## config.mk

```make
export PLATFORM = sky130hd
export DESIGN_NAME = fp_mul_seq
export DESIGN_NICKNAME = d
export VERILOG_FILES = /design/src/rtl/fp_pkg.sv /design/src/rtl/fp_mul_pack.sv /design/src/rtl/fp_mul_seq.sv
export SDC_FILE = /design/constraint.sdc
export NUM_CORES = 1
export LEC_CHECK = 0
export CORE_ASPECT_RATIO = 1.4
export CORE_UTILIZATION = 45
export DETAILED_ROUTE_END_ITERATION = 16
export PLACE_DENSITY = 0.63
export SLEW_MARGIN = 30
export SYNTH_ARGS = -nofsm -noshare
export SYNTH_HDL_FRONTEND = slang
export SYNTH_HIERARCHICAL = 1
export SYNTH_SLANG_ARGS = --single-unit
export TNS_END_PERCENT = 1
```

## constraint.sdc

```tcl
create_clock -name g_clk -period 3.7 [get_ports g_clk]
set_input_delay 0.37 -clock g_clk [delete_from_list [all_inputs] [get_ports g_clk]]
set_output_delay 0.37 -clock g_clk [all_outputs]
set_load 0.01 [all_outputs]
```

## src/rtl/fp_pkg.sv

```systemverilog
// Shared single-precision constants and the sequencer state type for the
// Fourier-transform FP datapath.
package fp_pkg;
  localparam int FP_W     = 32;
  localparam int EXP_W    = 8;
  localparam int MANT_W   = 23;
  localparam int EXP_BIAS = 127;

  localparam logic [FP_W-1:0] FP_POS_INF = 32'h7F800000;

  typedef enum logic [1:0] {
    IDLE = 2'd0,
    MUL  = 2'd1,
    NORM = 2'd2,
    DONE = 2'd3
  } state_t;
endpackage

```

## src/rtl/fp_mul_pack.sv

```systemverilog
// Normalization, truncation and special-case packing of a 48-bit mantissa
// product into an IEEE-754 single result (round toward zero).
module fp_mul_pack
  import fp_pkg::*;
#(
  parameter int EXP_BIAS = 127
) (
  input  logic [47:0]      mant_prod,
  input  logic [EXP_W-1:0] ea,
  input  logic [EXP_W-1:0] eb,
  input  logic             sign,
  output logic [FP_W-1:0]  result,
  output logic             overflow,
  output logic             underflow
);
  localparam logic signed [9:0] BIAS_S = 10'(EXP_BIAS);

  logic                    n;
  logic signed [9:0]       e;
  logic [MANT_W-1:0]       mant;
  logic                    unused_low;

  assign n          = mant_prod[47];
  assign e          = $signed({2'b00, ea}) + $signed({2'b00, eb}) - BIAS_S
                      + $signed({9'd0, n});
  assign mant       = n ? mant_prod[46:24] : mant_prod[45:23];
  assign unused_low = ^mant_prod[22:0];

  // Infinity/NaN operands outrank zero/denormal operands; NaN is not propagated.
  always_comb begin
    result    = {sign, 31'd0};
    overflow  = 1'b0;
    underflow = 1'b0;
    if (ea == 8'hFF || eb == 8'hFF) begin
      result   = {sign, FP_POS_INF[30:0]};
      overflow = 1'b1;
    end else if (ea == 8'h00 || eb == 8'h00) begin
      result = {sign, 31'd0};
    end else if (e >= 10'sd255) begin
      result   = {sign, FP_POS_INF[30:0]};
      overflow = 1'b1;
    end else if (e <= 10'sd0) begin
      result    = {sign, 31'd0};
      underflow = 1'b1;
    end else begin
      result = {sign, e[7:0], mant};
    end
  end
endmodule

```

## src/rtl/fp_mul_seq.sv

```systemverilog
// Sequential single-precision multiplier: shift-add mantissa engine retiring
// BPC multiplier bits per cycle, with valid/ready handshakes on both sides.
module fp_mul_seq
  import fp_pkg::*;
#(
  parameter int BPC      = 1,
  parameter int EXP_BIAS = 127
) (
  input  logic            g_clk,
  input  logic            n_reset,
  input  logic            in_valid,
  output logic            in_ready,
  input  logic [FP_W-1:0] op_a,
  input  logic [FP_W-1:0] op_b,
  output logic            out_valid,
  input  logic            out_ready,
  output logic [FP_W-1:0] product,
  output logic            overflow,
  output logic            underflow
);
  localparam int C = 24 / BPC;

  state_t            state_reg;
  logic [4:0]        cnt_reg;
  logic [47:0]       mcand_reg;
  logic [23:0]       mplier_reg;
  logic [47:0]       acc_reg;
  logic [47:0]       acc_next;
  logic [EXP_W-1:0]  ea_reg;
  logic [EXP_W-1:0]  eb_reg;
  logic              sign_reg;
  logic [FP_W-1:0]   product_reg;
  logic              overflow_reg;
  logic              underflow_reg;
  logic              out_valid_reg;

  logic [FP_W-1:0]   pack_result;
  logic              pack_overflow;
  logic              pack_underflow;

  logic [47:0]       pp [BPC];

  // One partial product per retired multiplier bit; the multiplicand is
  // pre-shifted each iteration, so bit gi only needs a further gi shift.
  for (genvar gi = 0; gi < BPC; gi++) begin : g_pp
    assign pp[gi] = mplier_reg[gi] ? (mcand_reg << gi) : 48'd0;
  end

  always_comb begin
    acc_next = acc_reg;
    for (int i = 0; i < BPC; i++) begin
      acc_next = acc_next + pp[i];
    end
  end

  fp_mul_pack #(
    .EXP_BIAS (EXP_BIAS)
  ) u_pack (
    .mant_prod (acc_reg),
    .ea        (ea_reg),
    .eb        (eb_reg),
    .sign      (sign_reg),
    .result    (pack_result),
    .overflow  (pack_overflow),
    .underflow (pack_underflow)
  );

  always_ff @(posedge g_clk or negedge n_reset) begin
    if (!n_reset) begin
      state_reg     <= IDLE;
      cnt_reg       <= '0;
      mcand_reg     <= '0;
      mplier_reg    <= '0;
      acc_reg       <= '0;
      ea_reg        <= '0;
      eb_reg        <= '0;
      sign_reg      <= 1'b0;
      product_reg   <= '0;
      overflow_reg  <= 1'b0;
      underflow_reg <= 1'b0;
      out_valid_reg <= 1'b0;
    end else begin
      case (state_reg)
        IDLE: begin
          if (in_valid) begin
            mcand_reg  <= {24'd0, 1'b1, op_a[22:0]};
            mplier_reg <= {1'b1, op_b[22:0]};
            ea_reg     <= op_a[30:23];
            eb_reg     <= op_b[30:23];
            sign_reg   <= op_a[31] ^ op_b[31];
            acc_reg    <= '0;
            cnt_reg    <= '0;
            state_reg  <= MUL;
          end
        end
        MUL: begin
          acc_reg    <= acc_next;
          mcand_reg  <= mcand_reg << BPC;
          mplier_reg <= mplier_reg >> BPC;
          cnt_reg    <= cnt_reg + 5'd1;
          if (cnt_reg == 5'(C - 1)) begin
            state_reg <= NORM;
          end
        end
        NORM: begin
          product_reg   <= pack_result;
          overflow_reg  <= pack_overflow;
          underflow_reg <= pack_underflow;
          out_valid_reg <= 1'b1;
          state_reg     <= DONE;
        end
        DONE: begin
          if (out_ready) begin
            out_valid_reg <= 1'b0;
            state_reg     <= IDLE;
          end
        end
        default: state_reg <= IDLE;
      endcase
    end
  end

  assign in_ready  = (state_reg == IDLE);
  assign out_valid = out_valid_reg;
  assign product   = product_reg;
  assign overflow  = overflow_reg;
  assign underflow = underflow_reg;
endmodule

```

==> results.cfg <==
[run_status]
status = finished, final reports clean

[synthesis]
async_flop_share = 1.00
synth.avg_cell_area_sq_um = 9.46
syn-cell-area_sq_mm = 0.0116
synth_edf_count = 0
yosysSeqAreaShare = 0.388
ys_warn_count = 6
synth-main-ff-cell = dfrtp_1
ys_types = 76
syn-instance-count = 1222
syn-num-nets = 1354
ys_seq_elements = 179

[power_and_ir_drop]
powerDensity_mw_per_mm2 = 836
p_sw_frac = 0.441
p_clk_frac = 0.166
internal-power_mw = 6.32
power_frac_seq = 0.266
leakagePower_nw = 5.87
switchingPower_mw = 4.99
vdd_drop_max_uv = 883
power_frac_comb = 0.568

[sta]
skew_ns = 0.0128
fin_crit_sh = 0.938
hold_ws_ns = 0.480
rsz0062_at_grt = no
worst_slew_pin_slew_ns = 0.752
relSlewSlack = 0.499
finalSetupTns_ns = 0
hold_viol_final = 0
setup_violations = 0
max_freq_ghz = 0.288
fin_crit_ns = 3.47
finalMaxSlewViolations = 0
setup_ws_ns = 0.229

[die]
die_y_um = 192
coreArea_sq_mm = 0.0253
start_util = 0.457
ios = 104
dieArea_sq_mm = 0.0263
num_rows = 69
fp.dieW_um = 137

[setup_path]
crit_type = reg2reg
crit_arrival_ns = 3.78
critPathCaptureType = flip-flop
cp-start-kind = flip-flop
cp.required_ns = 4.01
cp_max_fo = 23

[drt]
vias = 9083
drc = 0
drt_iter0_drc = 353
routed_wl_um = 27100
first_pass_iters = 5
wl_per_cell_um = 16.7
ant_nets = 0
viasPerCell = 5.60

[global_route]
grt_pass1_vias = 9227
grtUsageTotal = 0.217
grt_overflow = 0
grt_pass1_wl_um = 45700
grt_antenna_before_repair = 1
grt_max_degree = 141

[clock_tree]
clk_pin_slew_ns = 0.06
insertion_delay_ns = 0.44
cts_tree = yes
cts_buffers = 17
cts_setup_buffers = 0
htree_levels = 4
cts_num_sinks = 179
ctsLongestPathBuffers = 2
cts_root_buf = clkbuf_16

[final_layout]
fin_nets = 1423
drive_above_1_share = 0.133
final_cell_area_sq_mm = 0.0135
layout_common_cells = 178 x dfrtp_1, 123 x nand2_1, 102 x clkdlybuf4s50_1, 101 x o21ai_0, 75 x a21oi_1
final_common_cell = dfrtp_1
area_growth_pct = 17.0
finish.utilization = 0.535

[place]
dp_hpwl_um = 19900
gp_congestion = 0.890
io_buffer_count = 103
placed_area_sq_mm = 0.0129
post-place-ws_ns = 0.116

[run]
cap_viol_max_count = 0

[worst_hold_path]
min-delay-path-class = reg2reg
final timing paths:
| path | from | endpoint | slack, ns | cells after the start |
|---|---|---|---|---|
| setup / recovery | ea_reg[0] | product[21] | 0.23 | 12 |
| hold / removal | mplier_reg[20] | mplier_reg[20] | 0.48 | 2 |
| setup reg to reg | ea_reg[0] | product[21] | 0.23 | 12 |
| hold reg to reg | mplier_reg[20] | mplier_reg[20] | 0.48 | 2 |
| max in group asynchronous | n_reset | ea_reg[7] | 2.28 | 3 |
| min in group asynchronous | n_reset | mcand_reg[35] | 0.53 | 2 |
kinds of logic after synthesis:
kind of cell / after synthesis / synth area share
compound gates: 360 / 0.207
xor+xnor: 54 / 0.0422
fa+ha+maj: 64 / 0.0706
buf+inv: 106 / 0.0383
flops: 179 / 0.388
mux: 111 / 0.102
simple gates: 348 / 0.153
synth_stat cells, drive strengths merged, types with 3 or more instances:
cell type / instances / share of area
o21ai: 119 / 0.055
inv: 30 / 0.0097
xor2: 27 / 0.021
a21boi: 3 / 0.0019
a31oi: 4 / 0.0027
or2: 5 / 0.0027
o221a: 3 / 0.0029
nand2: 123 / 0.040
a22o: 31 / 0.023
nor2: 65 / 0.025
ha: 62 / 0.067
o21bai: 15 / 0.0097
a32oi: 3 / 0.0023
nand3: 26 / 0.011
a31o: 3 / 0.0023
and2: 54 / 0.030
mux2: 50 / 0.049
buf: 21 / 0.011
mux2i: 61 / 0.053
a211oi: 9 / 0.0071
or3: 3 / 0.0021
o22ai: 29 / 0.016
a21o: 30 / 0.019
o21a: 3 / 0.0026
nor3: 11 / 0.0048
nand2b: 5 / 0.0027
nand4: 24 / 0.013
a21oi: 82 / 0.038
nor4: 7 / 0.0038
o211ai: 6 / 0.0039
clkbuf: 55 / 0.018
nor2b: 9 / 0.0049
and3: 9 / 0.0053
o311ai: 3 / 0.0038
xnor2: 27 / 0.021
dfrtp: 179 / 0.39
critical path, stage by stage, from the launching register on:
cell and delay (ns):
dfrtp_1 0.41, ha_1 0.27, fa_1 0.46, a21o_1 0.24, a221oi_2 0.31, xnor2_1 0.28
nand3_1 0.21, a311oi_4 0.41, a21oi_4 0.11, o311ai_4 0.08, buf_12 0.24, nor2_2 0.06
mux2_2 0.26
layer usage:
layer | global-route usage | vias to the layer above | wire [um]
li1 | - | 4543 | -
met1 | 0.263 | 4374 | 11600
met2 | 0.388 | 128 | 14300
met3 | 0.0304 | 38 | 576
met4 | 0.0735 | 0 | 546
met5 | 0 | - | 0
final cells by class:
type	count	area, sq um
Fill cell	2318	11800
Multi-Input combinational cell	937	6670
Sequential cell	179	4480
Timing Repair Buffer	126	1260
Clock buffer	22	474
Tap cell	319	399
Clock inverter	8	126
Inverter	30	113
Antenna cell	1	2.50
per-stage QoR:
| stage | instances | power, mW |
|---|---|---|
| after floorplan | 1222 | 7.96 |
| final | 1622 | 11.3 |
| after global routing | 1622 | 12.2 |
| after CTS | 1621 | 11.4 |
| after detailed placement | 1590 | 9.51 |
| after global placement | 1590 | 9.38 |
power by group through the flow:
stage                     Clock (mW)  Combinational [mW]  Sequential (mW)
after floorplan                    0                5.04             2.92
after global placement             0                6.35             3.03
after detailed placement           0                6.46             3.04
after CTS                       1.92                6.48             3.01
after global routing            2.00                7.13             3.09
final                           1.88                6.42             3.01
timing repair:
| action | CTS | global route |
|---|---|---|
| resized for setup | 0 | 2 |
| hold buffers | 1 | 0 |
| setup endpoints to repair | 0 | 31 |
| hold endpoints to repair | 68 | 0 |
Note: power is estimated with default switching activity, not from simulation.
